==> src/rtl/el2_exu_div_noc_arbiter.sv <==
// Round-robin arbiter sharing one NoC-attached divider among NUM_REQ
// requesters. One op in flight: grant -> send -> wait -> flush -> done.
// Ports: clk_noc/rst_l; req_* per-requester inputs, req_ready one-hot accept;
// send_* operands to NoC sender; rsp_* result from receiver;
// noc_sr_flush receiver flush pulse; done_valid/done_data result; busy.
// Optional macro EL2_DIV_NOC_DIV0_BYPASS_EN: divide-by-zero answered locally.
module el2_exu_div_noc_arbiter #(
  parameter int NUM_REQ = 2,
  parameter int DATA_W  = 32
) (
  input  logic                      clk_noc,
  input  logic                      rst_l,
  input  logic [NUM_REQ-1:0]        req_valid,
  output logic [NUM_REQ-1:0]        req_ready,
  input  logic [NUM_REQ*DATA_W-1:0] req_dividend,
  input  logic [NUM_REQ*DATA_W-1:0] req_divisor,
  input  logic [NUM_REQ-1:0]        req_rem,
  input  logic [NUM_REQ-1:0]        req_unsign,
  input  logic [NUM_REQ-1:0]        req_cancel,
  output logic                      send_valid,
  input  logic                      send_ready,
  output logic [DATA_W-1:0]         send_dividend,
  output logic [DATA_W-1:0]         send_divisor,
  output logic                      send_rem,
  output logic                      send_unsign,
  input  logic                      rsp_valid,
  input  logic [DATA_W-1:0]         rsp_data,
  output logic                      noc_sr_flush,
  output logic [NUM_REQ-1:0]        done_valid,
  output logic [DATA_W-1:0]         done_data,
  output logic                      busy
);

  localparam int PTR_W = (NUM_REQ > 1) ? $clog2(NUM_REQ) : 1;

  typedef enum logic [2:0] {
    S_IDLE,
    S_SEND,
    S_WAIT,
    S_FLUSH,
    S_BYPASS
  } state_e;

  state_e             state_q, state_d;
  logic [PTR_W-1:0]   rr_ptr_q, rr_ptr_d;
  logic [PTR_W-1:0]   owner_q, owner_d;
  logic               killed_q, killed_d;
  logic [DATA_W-1:0]  dvd_q, dvd_d;
  logic [DATA_W-1:0]  dvs_q, dvs_d;
  logic               rem_q, rem_d;
  logic               uns_q, uns_d;
  logic [DATA_W-1:0]  data_q, data_d;

  logic [NUM_REQ-1:0] elig;
  logic               gnt_any;
  logic [PTR_W-1:0]   gnt_idx;
  logic [PTR_W-1:0]   gnt_nxt;
  logic [NUM_REQ-1:0] gnt_oh;
  logic [NUM_REQ-1:0] own_oh;
  logic [PTR_W:0]     sum;
  logic [PTR_W-1:0]   idx;
  logic [DATA_W-1:0]  sel_dvd;
  logic [DATA_W-1:0]  sel_dvs;
  logic               sel_rem;
  logic               sel_uns;

  assign elig = req_valid & ~req_cancel;

  // Rotating priority search starting at rr_ptr.
  always_comb begin
    gnt_any = 1'b0;
    gnt_idx = '0;
    sum     = '0;
    idx     = '0;
    for (int i = 0; i < NUM_REQ; i++) begin
      sum = {1'b0, rr_ptr_q} + (PTR_W+1)'(i);
      if (sum >= (PTR_W+1)'(NUM_REQ))
        sum = sum - (PTR_W+1)'(NUM_REQ);
      idx = sum[PTR_W-1:0];
      if (!gnt_any && elig[idx]) begin
        gnt_any = 1'b1;
        gnt_idx = idx;
      end
    end
  end

  always_comb begin
    sel_dvd = '0;
    sel_dvs = '0;
    sel_rem = 1'b0;
    sel_uns = 1'b0;
    gnt_oh  = '0;
    own_oh  = '0;
    for (int i = 0; i < NUM_REQ; i++) begin
      if (gnt_idx == PTR_W'(i)) begin
        sel_dvd   = req_dividend[i*DATA_W +: DATA_W];
        sel_dvs   = req_divisor[i*DATA_W +: DATA_W];
        sel_rem   = req_rem[i];
        sel_uns   = req_unsign[i];
        gnt_oh[i] = gnt_any;
      end
      if (owner_q == PTR_W'(i))
        own_oh[i] = 1'b1;
    end
  end

  assign gnt_nxt = (gnt_idx == PTR_W'(NUM_REQ-1)) ? '0 : gnt_idx + 1'b1;

  always_comb begin
    state_d  = state_q;
    rr_ptr_d = rr_ptr_q;
    owner_d  = owner_q;
    killed_d = killed_q;
    dvd_d    = dvd_q;
    dvs_d    = dvs_q;
    rem_d    = rem_q;
    uns_d    = uns_q;
    data_d   = data_q;
    unique case (state_q)
      S_IDLE: begin
        if (gnt_any) begin
          rr_ptr_d = gnt_nxt;
          owner_d  = gnt_idx;
          killed_d = 1'b0;
          dvd_d    = sel_dvd;
          dvs_d    = sel_dvs;
          rem_d    = sel_rem;
          uns_d    = sel_uns;
          state_d  = S_SEND;
`ifdef EL2_DIV_NOC_DIV0_BYPASS_EN
          // RISC-V div-by-zero: rem -> dividend, quotient -> all ones.
          if (sel_dvs == '0) begin
            state_d = S_BYPASS;
            data_d  = sel_rem ? sel_dvd : '1;
          end
`endif
        end
      end
      S_SEND: begin
        if (req_cancel[owner_q])
          killed_d = 1'b1;
        if (send_ready)
          state_d = S_WAIT;
      end
      S_WAIT: begin
        if (req_cancel[owner_q])
          killed_d = 1'b1;
        if (rsp_valid) begin
          data_d  = rsp_data;
          state_d = S_FLUSH;
        end
      end
      S_FLUSH:  state_d = S_IDLE;
      S_BYPASS: state_d = S_IDLE;
      default:  state_d = S_IDLE;
    endcase
  end

  always_ff @(posedge clk_noc or negedge rst_l) begin
    if (!rst_l) begin
      state_q  <= S_IDLE;
      rr_ptr_q <= '0;
      owner_q  <= '0;
      killed_q <= 1'b0;
      dvd_q    <= '0;
      dvs_q    <= '0;
      rem_q    <= 1'b0;
      uns_q    <= 1'b0;
      data_q   <= '0;
    end else begin
      state_q  <= state_d;
      rr_ptr_q <= rr_ptr_d;
      owner_q  <= owner_d;
      killed_q <= killed_d;
      dvd_q    <= dvd_d;
      dvs_q    <= dvs_d;
      rem_q    <= rem_d;
      uns_q    <= uns_d;
      data_q   <= data_d;
    end
  end

  assign req_ready     = (state_q == S_IDLE) ? gnt_oh : '0;
  assign send_valid    = (state_q == S_SEND);
  assign send_dividend = dvd_q;
  assign send_divisor  = dvs_q;
  assign send_rem      = rem_q;
  assign send_unsign   = uns_q;
  assign noc_sr_flush  = (state_q == S_FLUSH);
  assign done_valid    = ((state_q == S_FLUSH || state_q == S_BYPASS)
                          && !killed_q) ? own_oh : '0;
  assign done_data     = data_q;
  assign busy          = (state_q != S_IDLE);

endmodule

==> config.mk <==
export PLATFORM = sky130hd
export DESIGN_NAME = el2_exu_div_noc_arbiter
export DESIGN_NICKNAME = d
export VERILOG_FILES = /design/src/rtl/el2_exu_div_noc_arbiter.sv
export SDC_FILE = /design/constraint.sdc
export NUM_CORES = 1
export LEC_CHECK = 0
export ABC_AREA = 1
export BUFFER_PORTS_ARGS = -buffer_cell sky130_fd_sc_hd__buf_2
export CAP_MARGIN = 5
export CORE_ASPECT_RATIO = 1.25
export CORE_UTILIZATION = 40
export DETAILED_ROUTE_END_ITERATION = 7
export GPL_TIMING_DRIVEN = 0
export PLACE_DENSITY = 0.73
export SETUP_SLACK_MARGIN = 0.02
export SYNTH_ARGS = -nofsm -noshare
export SYNTH_HDL_FRONTEND = slang
export SYNTH_SLANG_ARGS = --single-unit
==> constraint.sdc <==
create_clock -name clk_noc -period 2 [get_ports clk_noc]
set_input_delay 0.1 -clock clk_noc [delete_from_list [all_inputs] [get_ports clk_noc]]
set_output_delay 0.1 -clock clk_noc [all_outputs]
set_load 0.005 [all_outputs]
Word-level counts from Yosys, hierarchy flattened --
Index checks and enable logic that the tools add are counted.
Operators by class: bitwise logic cells 2, reductions and logical operators 13, $add $sub $neg 4, mux-type cells 30, magnitude comparators 5, equality and inequality tests 8
Operators with widths (count):
- two-way mux 32 bit | 2
- two-way mux 1 bit | 21
- two-way mux 3 bit | 3
- one-hot mux 3 bit (3 select lines) | 1
- equality test 3 x 2 -> 1 bit, second input constant | 2
- less-than comparator 1 x 2 -> 1 bit, second input constant | 3
- AND reduction 3 bit | 2
- two-way mux 2 bit | 2
- != test 2 x 1 -> 1 bit, second input constant | 2
- != test 2 bit, second input constant | 2
- AND reduction 2 bit | 2
- equality test 3 x 1 -> 1 bit, second input constant | 1
- equality test 3 bit, second input constant | 1
- zero test 3 bit | 1
- nonzero test 3 bit | 1
- adder 1 x 1 -> 2 bit, second input constant | 1
- AND 2 bit | 1
- greater-or-equal comparator 1 x 2 -> 1 bit, second input constant | 1
- greater-or-equal comparator 2 bit, second input constant | 1
- logical AND 1 bit | 2
- zero test 1 bit | 2
- NOT 2 bit | 1
- one-hot mux 1 bit (2 select lines) | 1
- nonzero test 2 bit | 1
- other kinds (4) | 5
Word-level totals: bits in registers 104, input bits 172, output and inout bits 105, word-level logic and storage cells 71

Longest topological paths before layout --
depth after elaboration 10, mapped depth 10, depth with buffers taken out 8

Least setup slack after synthesis --
No wires, ideal clock.
kind register -> register, start point register state_q[0], end point register data_q[10] (netlist: done_data[10]), arrival 1.320 ns, library setup time 0.125 ns, setup slack 0.555 ns, stages on the path, launching flop included 6, path buffers 1, required time 1.875 ns, period minus slack after synthesis 1.445 ns, cells stage by stage dfrtp_1 -> inv_1 -> ha_1 -> nand2_1 -> buf_2 -> mux2_2
Between the ends: word-level cells in the longest chain between the ends 2
Ends and longest elaborated chain:
- start: declaration | line 44 | state_e state_q, state_d;
- start signal: assignment | line 171 | state_q <= state_d;
- equality test 3 x 2 -> 1 bit | line 119 | unique case (state_q)
- AND reduction 2 bit (no source line)
- end signal: assignment | line 179 | data_q <= data_d;
- end: declaration | line 52 | logic [DATA_W-1:0] data_q, data_d;
Every way passes these cells. A chain may end at the register's enable or synchronous reset.

Worst setup path after layout --
start point register state_q[1], end point output req_ready[0]
Between the ends: word-level cells in the longest chain between the ends 2
Ends and longest elaborated chain:
- zero test 3 bit | line 183 | assign req_ready = (state_q == S_IDLE) ? gnt_oh : '0;
- two-way mux 2 bit | line 183
- end: declaration | line 14 | output logic [NUM_REQ-1:0] req_ready,
Every way passes these cells.

==> summary.md <==
| Metric | Value |
|---|---|
| LEAKAGE | 0.00423 uW |
| Final ANT Viol Nets | 0 |
| P&R area growth vs syn | 43.5% |
| CP max FO | 17 |
| Die Y-Extent | 127 um |
| Worst VDD drop | 0.000481 V |
| CP Data Required Time | 1.90 ns |
| Remaining DRCs | 0 |
| Worst-margin pin slew | 0.596 ns |
| Max Cap Viol | 0 |
| Routability congestion estimate | 0.816 |
| Power Density | 1230 nW/um^2 |
| Warnings, synthesis | 0 |
| Headroom to the max-slew limit | 60.3% |
| Cell area after layout | 7160 um^2 |
| CTS tree | built |
| CP Launch Type | flop |
| Power Total | 8820 uW |
| Die W | 102 um |
| Initial antenna violation count | 1 |
| Period minus WS final | 1.79 ns |
| Worst Setup Path Type | flop to output port |
| CP Data Arrival Time | 1.69 ns |
| Final-report hold violation count | 0 |
| WL final | 15200 um |
| WL per Instance | 13.8 um |
| Setup Slack @ Placement | 0.276 ns |
| Ports | 277 |
| Post-DP Area | 6610 um^2 |
| First-pass DRT Iterations | 4 |
| Synth Instances | 616 |
| GRT Total Usage | 23.7% |
| Synth unique cells | 18 |
| Worst-path clk slew | 0.06 ns |
| Vias in the first global route | 4943 |
| Core area | 12200 um^2 |
| #FFs+latches synth | 103 |
| CTS Sinks | 103 |
| DRT iter0 DRCs | 150 |
| Count of nets after finishing | 1106 |
| Final worst path period share | 89.4% |
| Worst Slack Setup Final | 0.212 ns |
| Syn nets | 792 |
| Worst skew pair latency | 0.33 ns |
| Largest net degree at the start of global routing | 60 |
| CTS buffer count | 9 |
| Slew Viols, Final | 0 |
| DR vias | 5137 |
| Global route overflow | 0 |
| Buffers on Ports | 276 |
| RSZ-0062 raised after global routing | false |
| Row Count | 45 |
| Post_cts resized | 0 |
| Register area share after synthesis | 51.6% |
| Maximum clock rate | 0.559 GHz |
| Finish-stage setup viols | 0 |
| Layout cells sized above 1 | 38.9% |
| HP Class | input pin to flop |
| Final HPWL DP | 11200 um |
| Mapped Avg Cell Area | 8.10 um^2 |
| Post-Synthesis Cell Area | 4990 um^2 |
| Global-route wire length before repair | 23600 um |
| Initial Util | 41.0% |
| Hold slack | 0.00796 ns |
| CTS H-tree depth | 3 |
| Inst Count DP | 1057 |
| Worst Skew | 0.00557 ns |
| Via density | 4.68 |
| Worst-case clock buffer depth | 2 |
| Worst setup EP type | output port |
| Outcome | completed |
| Die ar. | 12900 um^2 |
| CTS root buffer | clkbuf_16 |
| Fin cells | 1098 |
[layout by cell type (no fill, tap or decap), drive strengths merged]
master | netlist | routed
inv | 14 | 14
clkinvlp | 0 | 2
nand3 | 70 | 70
diode | 0 | 1
buf | 33 | 310
nand2 | 344 | 344
clkbuf | 5 | 15
dfrtp | 103 | 103
nor3 | 2 | 2
mux2 | 32 | 32
nor2 | 3 | 3
o21ai | 5 | 5
bufinv | 0 | 1
o21bai | 1 | 1
ha | 4 | 4
dlygate4sd3 | 0 | 27
[worst max-delay path, cell delays in order (launching register included)]
cell and delay [ns]:
dfrtp_1 0.42, inv_1 0.09, ha_1 0.24, nand2_2 0.28, nor2_1 0.18, buf_2 0.14
[worst paths after layout]
path | from | end | slack, ns | cells after the start
worst min-delay path | rsp_data[8] | done_data[8]$_DFFE_PN0P_ | 0.008 | 2
worst max-delay path | state_q[1]$_DFFE_PN0P_ | req_ready[0] | 0.21 | 5
worst min register to register | send_divisor[23]$_DFFE_PN0P_ | send_divisor[23]$_DFFE_PN0P_ | 0.48 | 2
min in group asynchronous | rst_l | done_data[21]$_DFFE_PN0P_ | 0.33 | 2
worst max register to register | state_q[1]$_DFFE_PN0P_ | send_divisor[0]$_DFFE_PN0P_ | 0.24 | 8
max in group asynchronous | rst_l | send_divisor[0]$_DFFE_PN0P_ | 0.98 | 3
[routing by layer]
metal	part of all wire, %	GRT usage [%]
met1	40	26.8
met2	51	43.2
met3	7.6	5.45
met4	1.6	8.15
met5	0	0
[flip-flops by register name, summed over array words and instances (netlist names)]
signal         flops
send_unsign        1
send_divisor      32
done_data         32
send_dividend     32
state_q            2
killed_q           1
send_rem           1
owner_q            1
rr_ptr_q           1
[where the power goes]
group / total, uW / switching (uW) / internal, uW
Clock: 1700 / 711 / 991
Sequential: 3590 / 514 / 3070
Combinational: 3530 / 1820 / 1700
[logic make-up after synthesis]
logic type	count (synthesis)	synth area share (%)
AOI/OAI and AO/OA	6	0.652
adders and majority gates	4	1.00
buffers and inverters	52	5.92
DFF	103	51.6
muxes	32	7.22
and+or+nand+nor	419	33.6
[final cells by class]
type                    instances  area, um^2
diodes                          1        2.50
plain buffers                  37         239
clock buffers                  11         243
clock inverters                 3        45.0
fillers                      1120        5000
inverters                      14        52.6
multi-input cells             461        2120
flip-flops and latches        103        2580
well taps                     164         205
repair buffers                304        1680
[Yosys cell counts]
library cell / number / area, um^2
buf_2: 20 / 100
mux2_2: 32 / 360
inv_1: 10 / 37.5
nand3_2: 1 / 10.0
clkbuf_1: 5 / 18.8
nor3_1: 2 / 10.0
nand3_1: 69 / 345
dfrtp_1: 103 / 2580
buf_6: 7 / 78.8
o21bai_1: 1 / 7.51
nand2_2: 3 / 18.8
o21ai_1: 1 / 5.00
buf_4: 6 / 45.0
nor2_1: 3 / 11.3
inv_2: 4 / 15.0
ha_1: 4 / 50.1
o21ai_0: 4 / 20.0
nand2_1: 341 / 1280
[per-stage QoR]
step	util, %	TNS (ns)
after floorplan	-	0
after global placement	54.1	-27.84
after detailed placement	54.3	0
after CTS	58.8	0
after global routing	58.9	0
final	58.9	0
[what timing repair did]
action,4_1_cts,5_1_grt
hold buffers,26,1
endpoints found under the setup margin,1,0
buffers inserted,0,0
endpoints found under the hold margin,69,1
(Power assumes the default switching activity.)
